--- src/rtl/uart_pkg.sv ---
`default_nettype none
// +--------------------------------------------------------------------------+
// | Package     : uart_pkg                                                   |
// | Description : Shared constants for the UART transmit-side blocks:       |
// |               arbiter state encoding, default timing parameters and a    |
// |               small helper used to size counters.                        |
// | Contents    : c_state_w, c_st_idle/c_st_wait_busy/c_st_wait_done/c_st_gap|
// |               c_busy_timeout_default, c_gap_cycles_default, max_int()    |
// | Revision    : 1.0 - initial release                                      |
// +--------------------------------------------------------------------------+
package uart_pkg;

  localparam int c_state_w = 2;

  localparam logic [c_state_w-1:0] c_st_idle      = 2'd0;
  localparam logic [c_state_w-1:0] c_st_wait_busy = 2'd1;
  localparam logic [c_state_w-1:0] c_st_wait_done = 2'd2;
  localparam logic [c_state_w-1:0] c_st_gap       = 2'd3;

  localparam int c_busy_timeout_default = 16;
  localparam int c_gap_cycles_default   = 2;

  function automatic int max_int(input int a, input int b);
    return (a > b) ? a : b;
  endfunction

endpackage
`default_nettype wire

--- src/rtl/uart_tx_arbiter_if.sv ---
`default_nettype none
// +--------------------------------------------------------------------------+
// | Interface   : uart_tx_arbiter_if                                         |
// | Description : Bundles the requester handshake and the transmitter pins   |
// |               around the transmit arbiter.                               |
// | Signals     : req/req_data/ack/grant_id  - requester side                |
// |               tx_data/tx_send/tx_busy     - transmitter side             |
// |               active/timeout_err          - status                       |
// | Modports    : master - the arbiter; slave - requesters + transmitter      |
// | Revision    : 1.0 - initial release                                      |
// +--------------------------------------------------------------------------+
interface uart_tx_arbiter_if #(
  parameter int N_REQ = 4
);
  localparam int c_id_w = $clog2(N_REQ);

  logic [N_REQ-1:0]   req;
  logic [8*N_REQ-1:0] req_data;
  logic [N_REQ-1:0]   ack;
  logic [c_id_w-1:0]  grant_id;
  logic [7:0]         tx_data;
  logic               tx_send;
  logic               tx_busy;
  logic               active;
  logic               timeout_err;

  modport master (
    input  req, req_data, tx_busy,
    output ack, grant_id, tx_data, tx_send, active, timeout_err
  );

  modport slave (
    output req, req_data, tx_busy,
    input  ack, grant_id, tx_data, tx_send, active, timeout_err
  );

endinterface
`default_nettype wire

--- src/rtl/uart_tx_arbiter_rr_pick.sv ---
`default_nettype none
// +--------------------------------------------------------------------------+
// | Module      : rr_pick                                                    |
// | Description : Combinational round-robin picker. Scans req starting one   |
// |               position after 'last', wrapping, and reports the first     |
// |               set bit as a one-hot vector and as an index.               |
// | Ports       : req    in  N_REQ  request vector                           |
// |               last   in  ID_W   previously granted index                 |
// |               win    out N_REQ  one-hot winner (all zero if no request)  |
// |               win_id out ID_W   winner index (equals last if no request) |
// | Revision    : 1.0 - initial release                                      |
// +--------------------------------------------------------------------------+
module rr_pick #(
  parameter int N_REQ = 4,
  parameter int ID_W  = $clog2(N_REQ)
) (
  input  wire logic [N_REQ-1:0] req,
  input  wire logic [ID_W-1:0]  last,
  output logic [N_REQ-1:0]      win,
  output logic [ID_W-1:0]       win_id
);

  // Walk offsets from farthest to nearest so the nearest set bit after
  // 'last' is the final assignment and therefore the winner.
  always_comb begin
    win    = '0;
    win_id = last;
    for (int k = N_REQ; k >= 1; k--) begin
      automatic int idx = (int'(last) + k) % N_REQ;
      if (req[idx]) begin
        win      = '0;
        win[idx] = 1'b1;
        win_id   = ID_W'(idx);
      end
    end
  end

endmodule
`default_nettype wire

--- src/rtl/uart_tx_arbiter.sv ---
`default_nettype none
// +--------------------------------------------------------------------------+
// | Module      : uart_tx_arbiter                                            |
// | Description : Round-robin arbiter sharing one UART transmitter between   |
// |               N_REQ byte producers. Grants one byte per frame, waits for |
// |               the transmitter busy cycle, then enforces an idle gap.     |
// | Ports       : clk     in  single clock                                   |
// |               reset   in  asynchronous active-low reset                  |
// |               bus     master modport of uart_tx_arbiter_if               |
// |                       (req, req_data, tx_busy in; ack, grant_id,         |
// |                        tx_data, tx_send, active, timeout_err out)        |
// | Revision    : 1.0 - initial release                                      |
// +--------------------------------------------------------------------------+
module uart_tx_arbiter
  import uart_pkg::*;
#(
  parameter int N_REQ        = 4,
  parameter int BUSY_TIMEOUT = c_busy_timeout_default,
  parameter int GAP_CYCLES   = c_gap_cycles_default
) (
  input wire logic          clk,
  input wire logic          reset,
  uart_tx_arbiter_if.master bus
);

  localparam int c_id_w  = $clog2(N_REQ);
  localparam int c_cnt_w = $clog2(max_int(BUSY_TIMEOUT, GAP_CYCLES) + 1);

  localparam logic [c_cnt_w-1:0] c_busy_last = c_cnt_w'(BUSY_TIMEOUT - 1);
  // Never compared when GAP_CYCLES is 0 because GAP is then unreachable.
  localparam logic [c_cnt_w-1:0] c_gap_last =
    c_cnt_w'((GAP_CYCLES == 0) ? 0 : GAP_CYCLES - 1);
  // Where a finished (or abandoned) frame goes: GAP, or straight to IDLE.
  localparam logic [c_state_w-1:0] c_st_after_frame =
    (GAP_CYCLES == 0) ? c_st_idle : c_st_gap;

  logic [c_state_w-1:0] r_state;
  logic [c_state_w-1:0] w_state_nxt;
  logic [c_cnt_w-1:0]   r_cnt;
  logic [c_cnt_w-1:0]   w_cnt_nxt;

  logic [N_REQ-1:0]     w_win;
  logic [c_id_w-1:0]    w_win_id;
  logic                 w_grant;
  logic                 w_timeout;

  logic [N_REQ-1:0]     r_ack;
  logic [c_id_w-1:0]    r_grant_id;
  logic [7:0]           r_tx_data;
  logic                 r_tx_send;
  logic                 r_active;
  logic                 r_timeout_err;

  logic [N_REQ-1:0]     w_ack_nxt;
  logic [c_id_w-1:0]    w_grant_id_nxt;
  logic [7:0]           w_tx_data_nxt;
  logic                 w_tx_send_nxt;
  logic                 w_active_nxt;
  logic                 w_timeout_err_nxt;

  rr_pick #(
    .N_REQ (N_REQ),
    .ID_W  (c_id_w)
  ) u_rr_pick (
    .req    (bus.req),
    .last   (r_grant_id),
    .win    (w_win),
    .win_id (w_win_id)
  );

  assign w_grant   = (r_state == c_st_idle) && !bus.tx_busy && (|bus.req);
  assign w_timeout = (r_state == c_st_wait_busy) && !bus.tx_busy &&
                     (r_cnt == c_busy_last);

  // State register
  always_ff @(posedge clk or negedge reset) begin
    if (!reset) begin
      r_state <= c_st_idle;
      r_cnt   <= '0;
    end else begin
      r_state <= w_state_nxt;
      r_cnt   <= w_cnt_nxt;
    end
  end

  // Next-state and counter logic
  always_comb begin
    w_state_nxt = r_state;
    w_cnt_nxt   = r_cnt;
    case (r_state)
      c_st_idle: begin
        if (w_grant) begin
          w_state_nxt = c_st_wait_busy;
          w_cnt_nxt   = '0;
        end
      end
      c_st_wait_busy: begin
        if (bus.tx_busy) begin
          w_state_nxt = c_st_wait_done;
        end else if (w_timeout) begin
          // The byte is dropped; no retry.
          w_state_nxt = c_st_after_frame;
          w_cnt_nxt   = '0;
        end else begin
          w_cnt_nxt = r_cnt + 1'b1;
        end
      end
      c_st_wait_done: begin
        if (!bus.tx_busy) begin
          w_state_nxt = c_st_after_frame;
          w_cnt_nxt   = '0;
        end
      end
      c_st_gap: begin
        if (r_cnt == c_gap_last) begin
          w_state_nxt = c_st_idle;
          w_cnt_nxt   = '0;
        end else begin
          w_cnt_nxt = r_cnt + 1'b1;
        end
      end
      default: begin
        w_state_nxt = c_st_idle;
        w_cnt_nxt   = '0;
      end
    endcase
  end

  // Output next-value logic; every output is registered below so that
  // ack, tx_send and tx_data leave the block on the same edge.
  always_comb begin
    w_ack_nxt         = '0;
    w_tx_send_nxt     = 1'b0;
    w_grant_id_nxt    = r_grant_id;
    w_tx_data_nxt     = r_tx_data;
    w_timeout_err_nxt = w_timeout;
    w_active_nxt      = (w_state_nxt != c_st_idle);
    if (w_grant) begin
      w_ack_nxt      = w_win;
      w_tx_send_nxt  = 1'b1;
      w_grant_id_nxt = w_win_id;
      w_tx_data_nxt  = bus.req_data[int'(w_win_id) * 8 +: 8];
    end
  end

  always_ff @(posedge clk or negedge reset) begin
    if (!reset) begin
      r_ack         <= '0;
      r_grant_id    <= c_id_w'(N_REQ - 1);
      r_tx_data     <= 8'h00;
      r_tx_send     <= 1'b0;
      r_active      <= 1'b0;
      r_timeout_err <= 1'b0;
    end else begin
      r_ack         <= w_ack_nxt;
      r_grant_id    <= w_grant_id_nxt;
      r_tx_data     <= w_tx_data_nxt;
      r_tx_send     <= w_tx_send_nxt;
      r_active      <= w_active_nxt;
      r_timeout_err <= w_timeout_err_nxt;
    end
  end

  assign bus.ack         = r_ack;
  assign bus.grant_id    = r_grant_id;
  assign bus.tx_data     = r_tx_data;
  assign bus.tx_send     = r_tx_send;
  assign bus.active      = r_active;
  assign bus.timeout_err = r_timeout_err;

endmodule
`default_nettype wire

--- src/flat_wrapper.sv ---
// flat-port wrapper written by rule: the top's interface ports become plain ports
module uart_tx_arbiter_flat import uart_pkg::*;
#(
  parameter int N_REQ        = 4,
  parameter int BUSY_TIMEOUT = c_busy_timeout_default,
  parameter int GAP_CYCLES   = c_gap_cycles_default
)
  (clk, reset, bus_req, bus_req_data, bus_tx_busy, bus_ack, bus_grant_id, bus_tx_data, bus_tx_send, bus_active, bus_timeout_err);
  uart_tx_arbiter_if #(.N_REQ(N_REQ)) bus_i ();
  input wire logic clk;
  input wire logic reset;
  input wire logic [$bits(bus_i.req)-1:0] bus_req;
  input wire logic [$bits(bus_i.req_data)-1:0] bus_req_data;
  input wire logic [$bits(bus_i.tx_busy)-1:0] bus_tx_busy;
  output wire logic [$bits(bus_i.ack)-1:0] bus_ack;
  output wire logic [$bits(bus_i.grant_id)-1:0] bus_grant_id;
  output wire logic [$bits(bus_i.tx_data)-1:0] bus_tx_data;
  output wire logic [$bits(bus_i.tx_send)-1:0] bus_tx_send;
  output wire logic [$bits(bus_i.active)-1:0] bus_active;
  output wire logic [$bits(bus_i.timeout_err)-1:0] bus_timeout_err;
  assign bus_i.req = bus_req;
  assign bus_i.req_data = bus_req_data;
  assign bus_i.tx_busy = bus_tx_busy;
  assign bus_ack = bus_i.ack;
  assign bus_grant_id = bus_i.grant_id;
  assign bus_tx_data = bus_i.tx_data;
  assign bus_tx_send = bus_i.tx_send;
  assign bus_active = bus_i.active;
  assign bus_timeout_err = bus_i.timeout_err;
  uart_tx_arbiter #(.N_REQ(N_REQ), .BUSY_TIMEOUT(BUSY_TIMEOUT), .GAP_CYCLES(GAP_CYCLES)) u_core (.clk(clk), .reset(reset), .bus(bus_i));
endmodule
--- config.mk ---
export PLATFORM = sky130hd
export DESIGN_NAME = uart_tx_arbiter_flat
export DESIGN_NICKNAME = d
export VERILOG_FILES = /design/src/rtl/uart_pkg.sv /design/src/rtl/uart_tx_arbiter_if.sv /design/src/rtl/uart_tx_arbiter_rr_pick.sv /design/src/rtl/uart_tx_arbiter.sv /design/src/flat_wrapper.sv
export SDC_FILE = /design/constraint.sdc
export NUM_CORES = 1
export LEC_CHECK = 0
export ABC_AREA = 1
export BUFFER_PORTS_ARGS = -buffer_cell sky130_fd_sc_hd__buf_2
export CORE_MARGIN = 1.5
export CORE_UTILIZATION = 35
export DETAILED_ROUTE_END_ITERATION = 10
export PLACE_DENSITY = 0.69
export SYNTH_ARGS = -nofsm -noshare
export SYNTH_HDL_FRONTEND = slang
export SYNTH_SLANG_ARGS = --single-unit
export TNS_END_PERCENT = 100
--- constraint.sdc ---
create_clock -name clk -period 2.4 [get_ports clk]
set_clock_uncertainty 0.15 [all_clocks]
set_input_delay 0.24 -clock clk [delete_from_list [all_inputs] [get_ports clk]]
set_output_delay 0.24 -clock clk [all_outputs]
set_load 0.005 [all_outputs]
==> metrics.yaml, run 1 <==
run_status:
  status: "complete, no violations"
critical_path:
  crit_path_end_kind: "flip-flop"
  max_stage_delay_ns: 0.56
  startpoint_type: "flip-flop"
  cp_slowest_cell: "dfstp_2"
  worstPathMaxFanout: 15
  crit_chain: "inv_4, ha_1, inv_1, nand3_1, nand2_2, inv_4, nand2_2, nand2_4, nand2_4, buf_12, nand2_1, nand3_1, nand2_1, nand2_1, nand2_1"
  worstPathRequired_ns: 2.41
  crit_top_cell: "nand2_1"
  arrival_ns: 2.24
  crit_type: "flip-flop to flip-flop"
logic_synthesis:
  ys_ff_latch: 24
  syn_nets: 315
  yosysUniqueCellTypes: 30
  synth-seq-area-share_pct: 33.1
  synthTopCellsByArea: "dfrtp_1, nand2_1, inv_1, nand3_1, ha_1"
  avgSynthCellArea_um2: 6.88
  syn_area_um2: 1820
  yosysTopAreaCell: "dfrtp_1"
  synth_commonest_cells: "nand2_1, inv_1, nand3_1"
  yosysWarningCount: 0
  yosys.area.top_type_share_pct: 30.2
  synthFlopType: "dfrtp_1"
  synth_edf_count: 0
  async_flop_share_pct: 100
  yosysMostFrequentCell: "nand2_1"
  syn-instance-count: 265
final_layout:
  insertedDiodeCount: 0
  drive_gt1_share_pct: 28.0
  fin_nets: 379
  syn_to_final_growth_pct: 27.0
  final_cell_area_um2: 2320
timing:
  tightestPinTransition_ns: 0.551
  fmax_mhz: 449
  maxSlewHeadroom_pct: 63.2
  worst_hold_slack_ns: 0.0786
  min_period_over_period_pct: 92.8
  hold_violations: 0
  post-route-min-period_ns: 2.23
  slew_viol_final: 0
  rsz0062_at_grt: "no"
  setup_tns_ns: 0
  setup_violations: 0
floorplanning:
  pin_count: 56
  core_area_um2: 5070
  die_w_um: 75.2
  start_util_pct: 35.9
  dieArea_um2: 5650
  die_h_um: 75.2
  fp-row-count: 26
placed_design:
  place_area_um2: 2220
  io_buffer_count: 55
  dpl.hpwl_mm: 3.34
  gp_congestion: 0.833
power_and_ir_drop:
  vdd_drop_max_mv: 0.632
  cellLeakagePower_nw: 1.37
  p_per_area_nw_per_um2: 1370
routing:
  wl_mm: 4.19
  dr.pass1.iters: 4
  drt-initial-drc-count: 57
  via_per_inst: 4.51
  wl_met1_mm: 2.05
  dr_wl_met3_um: 177
  ant_nets: 0
  top_layer: "met4"
  drc: 0
  wl_met2_mm: 1.93
  wl_per_cell_um: 10.5
  vias: 1796
clock_tree:
  cts_root_buf: "clkbuf_8"
  cts_sinks: 24
  ctsHtreeMaxLevel: 1
  clkTransAtPathRegs_ns: 0.09
  numCtsBuffers: 3
  cts_buffer_depth: 2
  cts_tree: "yes"
  clock_latency_ns: 0.27
global_routing:
  grt.total_usage_pct: 15.6
  grt_max_degree: 25
  overflow: 0
  grt_pass1_wl_mm: 7.10
  antenna_found_initial: 0
  grt_pass1_vias: 1662
worst_hold_path:
  min_path_type: "primary input to flip-flop"
run:
  cap_viol_max_count: 0
## metal layers
layer	global-route usage, %	vias to the layer above
met5	0	-
met1	21.7	800
li1	-	955
met4	3.77	0
met2	26.4	39
met3	1.61	2
## report_power, final
group / internal, mW / switching, mW / leakage (nW)
clock network: 0.223 / 0.140 / 0.0357
registers: 0.548 / 0.0881 / 0.302
logic: 0.866 / 1.30 / 1.03
## registers in the layout, indices dropped and copies added (netlist names)
name                    flops
u_core.bus.tx_data          8
u_core.r_cnt                5
u_core.bus.ack              4
u_core.bus.grant_id         2
u_core.r_state              2
u_core.bus.active           1
u_core.bus.timeout_err      1
u_core.bus.tx_send          1
## kinds of logic after synthesis
family	share of synthesized area, %
fa+ha+maj	7.55
simple gates	37.7
buf+inv	13.4
flops	33.1
compound gates	8.24
## worst paths after layout
check                                       startpoint                     end  slack, ns  cells after the start
worst max-delay path            u_core.bus.grant_id[0]   u_core.bus.tx_data[1]       0.17                     15
min in group asynchronous                        reset       u_core.bus.ack[0]       0.33                      2
worst min register to register   u_core.bus.tx_data[5]   u_core.bus.tx_data[5]       0.34                      2
worst min-delay path                  bus_req_data[11]   u_core.bus.tx_data[3]       0.08                      3
worst max register to register  u_core.bus.grant_id[0]   u_core.bus.tx_data[1]       0.17                     15
max in group asynchronous                        reset  u_core.bus.grant_id[0]       1.40                      2
## timing repair
| item | CTS | global route |
|---|---|---|
| hold buffers | 1 | 0 |
| endpoints found under the hold margin | 22 | 0 |
| setup buffers | 0 | 0 |
| endpoints found under the setup margin | 0 | 7 |
| resized for setup | 0 | 3 |
## cell usage in the layout, fill, tap and decap left out
| master | n |
|---|---|
| nand2_1 | 74 |
| buf_2 | 55 |
| inv_1 | 48 |
| nand3_1 | 32 |
| dfrtp_1 | 22 |
| nor2_1 | 12 |
| a21oi_1 | 11 |
| ha_1 | 11 |
| o21ai_0 | 8 |
| buf_4 | 8 |
| nand2_2 | 5 |
| nand2_4 | 5 |
| or2_2 | 4 |
| nand3_2 | 4 |
| nand4_1 | 3 |
| inv_4 | 3 |
| nand3b_1 | 3 |
| nor3_1 | 3 |
| clkbuf_8 | 3 |
| o211ai_1 | 2 |
| dfstp_2 | 2 |
| clkinv_1 | 1 |
| o21ai_2 | 1 |
| o221ai_1 | 1 |
| o31ai_1 | 1 |
| o22ai_1 | 1 |
| o32ai_1 | 1 |
| or2_1 | 1 |
| bufinv_16 | 1 |
| dlygate4sd3_1 | 1 |
| buf_12 | 1 |
## layout make-up
cell class              instances  area [um^2]
fillers                       537         2760
multi-input cells             183          986
flip-flops and latches         24          603
repair buffers                 65          365
inverters                      52          203
well taps                      70         87.6
clock buffers                   3         41.3
clock inverters                 1         30.0
## per-stage QoR
stage | setup slack (ns) | utilization, % | instances | total power, mW
final | 0.173 | 45.6 | 398 | 3.17
after global routing | 0.00768 | 45.6 | 398 | 3.49
after CTS | 0.110 | 45.4 | 398 | 3.14
after detailed placement | 0.126 | 43.8 | 393 | 2.77
after global placement | 0.177 | 43.8 | 393 | 2.73
after floorplan | 0.0495 | - | 265 | 2.20
## worst max-delay path, delay by kind of cell, from the launching register on
| family | cells | cell delay [ns] |
|---|---|---|
| simple gates | 10 | 0.74 |
| buf+inv | 4 | 0.32 |
| flops | 1 | 0.56 |
| fa+ha+maj | 1 | 0.32 |
(Power assumes the default switching activity.)
==> inputs of run 2 (changes only) <==
--- a/config.mk
+++ b/config.mk
@@ -8,9 +8,9 @@
 export ABC_AREA = 1
 export BUFFER_PORTS_ARGS = -buffer_cell sky130_fd_sc_hd__buf_2
 export CORE_MARGIN = 1.5
-export CORE_UTILIZATION = 35
+export CORE_UTILIZATION = 46
 export DETAILED_ROUTE_END_ITERATION = 10
-export PLACE_DENSITY = 0.69
+export PLACE_DENSITY = 0.85
 export SYNTH_ARGS = -nofsm -noshare
 export SYNTH_HDL_FRONTEND = slang
 export SYNTH_SLANG_ARGS = --single-unit
==> run 2 against run 1 <==
  * Combinational power hardly changed
  * Global-route usage increased by 3.7 points
  * Total power is essentially flat
  * Via count rose by 2.6%
  * Clock power down 1%
  * Sequential cell count stayed put
  * Register-to-register slack worse by 0.04 ns
  * Sequential power barely moved
  * Utilization increased by 16 points
  * Worst setup slack worse by 0.039 ns
==> metrics.yaml, run 2 (synthesis gave the netlist of run 1 again) <==
critical_path:
  crit_type: "flip-flop to flip-flop"  # unchanged
  cp_slowest_cell: "dfstp_2"  # unchanged
  startpoint_type: "flip-flop"  # unchanged
  crit_chain: "inv_4, ha_1, inv_1, nand3_2, nand2_2, inv_4, nand3_2, nand2_8, or2_2, nand3_1, nand3_1"  # was inv_4, ha_1, inv_1, nand3_1, nand2_2, inv_4, nand2_2, nand2_4, nand2_4, buf_12, nand2_1, nand3_1, nand2_1, nand2_1, nand2_1
  arrival_ns: 2.27  # was 2.24 ns
  crit_path_end_kind: "flip-flop"  # unchanged
  max_stage_delay_ns: 0.56  # about the same
  worstPathRequired_ns: 2.40  # was 2.41 ns
  worstPathMaxFanout: 21  # was 15
power_and_ir_drop:
  p_per_area_nw_per_um2: 1380  # was 1370 nW/um^2
  cellLeakagePower_nw: 1.37  # about the same
  total_power_mw: 3.17  # about the same
  vdd_drop_max_mv: 0.714  # was 0.632 mV
global_routing:
  grt_pass1_vias: 1630  # was 1662
  grt_max_degree: 25  # unchanged
  overflow: 0  # unchanged
  antenna_found_initial: 0  # unchanged
  grt.total_usage_pct: 19.4  # was 15.6%
  grt_pass1_wl_mm: 6.71  # was 7.10 mm
run_status:
  status: "complete, no violations"  # unchanged
timing:
  hold_violations: 0  # unchanged
  slew_viol_final: 0  # unchanged
  rsz0062_at_grt: "no"  # unchanged
  maxSlewHeadroom_pct: 63.8  # was 63.2%
  min_period_over_period_pct: 94.4  # was 92.8%
  tightestPinTransition_ns: 0.543  # was 0.551 ns
  post-route-min-period_ns: 2.27  # was 2.23 ns
  setup_tns_ns: 0  # unchanged
  fmax_mhz: 441  # was 449 MHz
  setup_violations: 0  # unchanged
clock_tree:
  clkTransAtPathRegs_ns: 0.09  # about the same
  ctsHtreeMaxLevel: 1  # unchanged
  cts_root_buf: "clkbuf_8"  # unchanged
  cts_tree: "yes"  # unchanged
  numCtsBuffers: 3  # unchanged
  clock_latency_ns: 0.27  # about the same
  cts_buffer_depth: 2  # unchanged
  cts_sinks: 24  # unchanged
final_layout:
  nFillCells: 340  # was 537
  syn_to_final_growth_pct: 25.7  # was 27.0%
  multiInputGateArea_um2: 997  # was 986 um^2
  seq_area_um2: 603  # unchanged
  insertedDiodeCount: 0  # unchanged
  final_common_cell: "nand2_1"  # unchanged
  drive_gt1_share_pct: 28.7  # was 28.0%
  final_cell_mix: "nand2_1, buf_2, inv_1"  # unchanged
  fin_nets: 379  # unchanged
  largest_reg_flops: 8  # unchanged
placed_design:
  gp_congestion: 0.893  # was 0.833
  io_buffer_count: 55  # unchanged
  dpl.hpwl_mm: 3.01  # was 3.34 mm
routing:
  wl_mm: 4.07  # was 4.19 mm
  dr.pass1.iters: 5  # was 4
  vias: 1843  # was 1796
  ant_nets: 0  # unchanged
  drc: 0  # unchanged
  drt-initial-drc-count: 68  # was 57
  via_per_inst: 4.90  # was 4.51
  wl_per_cell_um: 10.8  # was 10.5 um
floorplanning:
  core_area_um2: 3740  # was 5070 um^2
  die_h_um: 66.0  # was 75.2 um
  die_w_um: 66.0  # was 75.2 um
  dieArea_um2: 4350  # was 5650 um^2
  fp-row-count: 22  # was 26
  pin_count: 56  # unchanged
  start_util_pct: 48.7  # was 35.9%
worst_hold_path:
  min_path_type: "primary input to flip-flop"  # unchanged
run:
  cap_viol_max_count: 0  # unchanged
## run 2: per-stage QoR
step           worst slack, ns  util [%]  hold slack (ns)  cells  area (um^2)
2_1_floorplan           0.0495         -           -0.206    265         1820
3_3_place_gp            0.0682      58.1           0.0918    370         2170
3_5_place_dp          -0.00562      58.1            0.102    370         2170
4_1_cts                 0.0797      60.4           0.0806    375         2260
5_1_grt                 0.0184      61.2           0.0879    376         2290
6_report                 0.134      61.2           0.0771    376         2290
## run 2: repair_timing
item                                    CTS  global route
gates resized for setup                   1             5
endpoints found under the hold margin    22             0
endpoints found under the setup margin    1             7
setup buffers                             0             1
hold buffers                              1             0
pin swaps                                 0             1
## run 2: report_power, final
group	switching, mW	leakage, nW	internal (mW)
Combinational	1.35	1.03	0.825
Clock	0.135	0.0357	0.223
Sequential	0.0865	0.302	0.548
Total	1.57	1.37	1.60
## run 2: final timing paths
path / startpoint / to / slack [ns] / cells past startpoint
max: u_core.bus.grant_id[0] / u_core.bus.tx_data[2] / 0.13 / 11
min: bus_req_data[11] / u_core.bus.tx_data[3] / 0.08 / 3
max reg2reg: u_core.bus.grant_id[0] / u_core.bus.tx_data[2] / 0.13 / 11
min reg2reg: u_core.bus.tx_data[1] / u_core.bus.tx_data[1] / 0.35 / 2
max in group asynchronous: reset / u_core.bus.grant_id[0] / 1.41 / 2
min in group asynchronous: reset / u_core.r_state[1] / 0.33 / 2
## run 2: layout make-up
| type | count | area share, % |
|---|---|---|
| multi-input cells | 183 | 43.5 |
| flip-flops and latches | 24 | 26.3 |
| inverters | 52 | 8.85 |
| clock buffers | 3 | 1.80 |
| clock inverters | 1 | 1.31 |
| well taps | 48 | 2.62 |
| repair buffers | 65 | 15.6 |
## run 2: worst max-delay path: cells and delay by family (launching register included)
family / cells / cell delay [ns]
and+or+nand+nor: 7 / 0.90
DFF: 1 / 0.56
adders and majority gates: 1 / 0.32
buffers and inverters: 3 / 0.20
## run 2: metal layers
| metal | up-vias | track usage, % | part of all wire, % |
|---|---|---|---|
| li1 | 954 | - | - |
| met5 | - | 0 | 0 |
| met4 | 0 | 8.93 | 2.0 |
| met2 | 70 | 33.6 | 47 |
| met1 | 811 | 23.8 | 45 |
| met3 | 8 | 2.56 | 5.7 |
==> inputs of run 3 (changes only) <==
--- a/config.mk
+++ b/config.mk
@@ -7,6 +7,7 @@
 export LEC_CHECK = 0
 export ABC_AREA = 1
 export BUFFER_PORTS_ARGS = -buffer_cell sky130_fd_sc_hd__buf_2
+export CORE_ASPECT_RATIO = 1.1
 export CORE_MARGIN = 1.5
 export CORE_UTILIZATION = 46
 export DETAILED_ROUTE_END_ITERATION = 10
==> run 3 against run 2 <==
  * Final area is 0.33% higher
  * Critical path depth is 1 higher
  * Register-to-register slack better by 0.06 ns
==> metrics.yaml, run 3 (synthesis gave the netlist of run 1 again) <==
floorplanning:
  fp-row-count: 23  # was 22
  die_h_um: 69.0  # was 66.0 um
  die_w_um: 63.0  # was 66.0 um
  start_util_pct: 49.1  # was 48.7%
  pin_count: 56  # unchanged
  core_area_um2: 3710  # was 3740 um^2
  dieArea_um2: 4350  # about the same
final_layout:
  drive_gt1_share_pct: 28.4  # was 28.7%
  fin_nets: 379  # unchanged
  syn_to_final_growth_pct: 26.1  # was 25.7%
  fin_util_pct: 61.9  # was 61.2%
  final_cell_mix: "nand2_1, buf_2, inv_1"  # unchanged
  final_common_cell: "nand2_1"  # unchanged
  largest_reg_flops: 8  # unchanged
  final_cell_area_um2: 2300  # was 2290 um^2
  insertedDiodeCount: 0  # unchanged
critical_path:
  startpoint_type: "flip-flop"  # unchanged
  r2r_slack_ns: 0.19  # was 0.13 ns
  arrival_ns: 2.21  # was 2.27 ns
  cp-startpoint: "u_core.bus.grant_id[1]"  # was u_core.bus.grant_id[0]
  worstPathRequired_ns: 2.40  # about the same
  crit_path_end_kind: "flip-flop"  # unchanged
  cp-endpoint: "u_core.bus.tx_data[2]"  # unchanged
  worstPathMaxFanout: 21  # unchanged
  r2r-end: "u_core.bus.tx_data[2]"  # unchanged
  reg2reg_from: "u_core.bus.grant_id[1]"  # was u_core.bus.grant_id[0]
  crit_type: "flip-flop to flip-flop"  # unchanged
  worstRegToRegCells: 12  # was 11
power_and_ir_drop:
  p_comb_share_pct: 68.6  # was 68.7%
  power_frac_clock_pct: 11.1  # was 11.3%
  switchingPower_mw: 1.54  # was 1.57 mW
  p_per_area_nw_per_um2: 1370  # was 1380 nW/um^2
  p_seq_share_pct: 20.3  # was 20.0%
  p_sw_share_pct: 48.8  # was 49.7%
  p_int_mw: 1.61  # was 1.60 mW
  cellLeakagePower_nw: 1.37  # about the same
  vdd_drop_max_mv: 0.752  # was 0.714 mV
clock_tree:
  numCtsBuffers: 3  # unchanged
  cts_buffer_depth: 2  # unchanged
  postCtsSetupRepairBufs: 0  # unchanged
  cts_sinks: 24  # unchanged
  ctsHtreeMaxLevel: 1  # unchanged
  clock_latency_ns: 0.26  # was 0.27 ns
  clkTransAtPathRegs_ns: 0.08  # was 0.09 ns
  cts_tree: "yes"  # unchanged
  cts_root_buf: "clkbuf_8"  # unchanged
placed_design:
  dpl_worst_slack_ns: -0.00928  # was -0.00562 ns
  place_area_um2: 2180  # was 2170 um^2
  gp_congestion: 0.869  # was 0.893
  dpl.hpwl_mm: 3.14  # was 3.01 mm
  io_buffer_count: 55  # unchanged
routing:
  drt-initial-drc-count: 113  # was 68
  via_per_inst: 4.87  # was 4.90
  drc: 0  # unchanged
  wl_per_cell_um: 10.8  # about the same
  vias: 1841  # was 1843
  wl_mm: 4.08  # was 4.07 mm
  ant_nets: 0  # unchanged
  dr.pass1.iters: 4  # was 5
worst_hold_path:
  min_path_type: "primary input to flip-flop"  # unchanged
global_routing:
  grt_max_degree: 25  # unchanged
  grt_pass1_vias: 1719  # was 1630
  grt_pass1_wl_mm: 6.93  # was 6.71 mm
  overflow: 0  # unchanged
  grt.total_usage_pct: 18.9  # was 19.4%
  antenna_found_initial: 0  # unchanged
timing:
  post-route-min-period_ns: 2.21  # was 2.27 ns
  setup_tns_ns: 0  # unchanged
  fmax_mhz: 453  # was 441 MHz
  setup_violations: 0  # unchanged
  tightestPinTransition_ns: 0.513  # was 0.543 ns
  worst_slack_ns: 0.194  # was 0.134 ns
  hold_violations: 0  # unchanged
  rsz0062_at_grt: "no"  # unchanged
  min_period_over_period_pct: 91.9  # was 94.4%
  worst_hold_slack_ns: 0.0860  # was 0.0771 ns
  slew_viol_final: 0  # unchanged
  maxSlewHeadroom_pct: 65.8  # was 63.8%
run:
  cap_viol_max_count: 0  # unchanged
run_status:
  status: "complete, no violations"  # unchanged
[run 3: cell counts in the layout (fill, tap and decap cells not counted)]
No cell type changed its count.
[run 3: timing repair]
action,in CTS,in global routing
hold buffers,1,0
hold endpoints to repair,22,0
gates resized for setup,1,4
endpoints found under the setup margin,1,2
[run 3: worst min path at each step]
stage,start,endpoint,cells past startpoint
after global routing,bus_req_data[11],u_core.bus.tx_data[3],3
after global placement,reset,u_core.bus.ack[2],1
after CTS,bus_req_data[10],u_core.bus.tx_data[2],3
after floorplan,reset,u_core.bus.ack[0],0
final,bus_req_data[10],u_core.bus.tx_data[2],3
after detailed placement,reset,u_core.bus.ack[1],1
[run 3: final cells by class]
cell class	instances	area [um^2]
Clock buffer	3	41.3
Clock inverter	1	30.0
Fill cell	329	1410
Inverter	52	203
Multi-Input combinational cell	183	1000
Sequential cell	24	603
Tap cell	50	62.6
Timing Repair Buffer	65	357
[run 3: routing by layer]
metal / track usage (%) / vias to the layer above / part of all wire, %
li1: - / 955 / -
met1: 23.4 / 819 / 45
met2: 34.5 / 65 / 50
met3: 1.96 / 2 / 5.1
met4: 4.94 / 0 / 0.25
met5: 0 / - / 0
[run 3: power by group through the flow]
stage | combinational [mW] | clock, mW | sequential (mW)
6_report | 2.16 | 0.351 | 0.640
5_1_grt | 2.41 | 0.372 | 0.657
4_1_cts | 2.06 | 0.359 | 0.638
3_5_place_dp | 2.03 | 0 | 0.645
3_3_place_gp | 1.98 | 0 | 0.638
2_1_floorplan | 1.54 | 0 | 0.659
[run 3: metrics by stage]
| step | power (mW) | instances |
|---|---|---|
| after global placement | 2.62 | 373 |
| after detailed placement | 2.67 | 373 |
| after CTS | 3.05 | 378 |
| after floorplan | 2.20 | 265 |
| after global routing | 3.44 | 378 |
| final | 3.15 | 378 |
[run 3: critical path, cell delays in order, from the launching register on]
cell and delay [ns]:
dfstp_2 0.54, inv_1 0.07, ha_4 0.28, inv_1 0.05
nand3_1 0.11, nand2_2 0.11, inv_4 0.10, nand2_2 0.07
nand2_4 0.08, nand2_8 0.10, or2_2 0.29, nand3_1 0.07
nand3_1 0.07
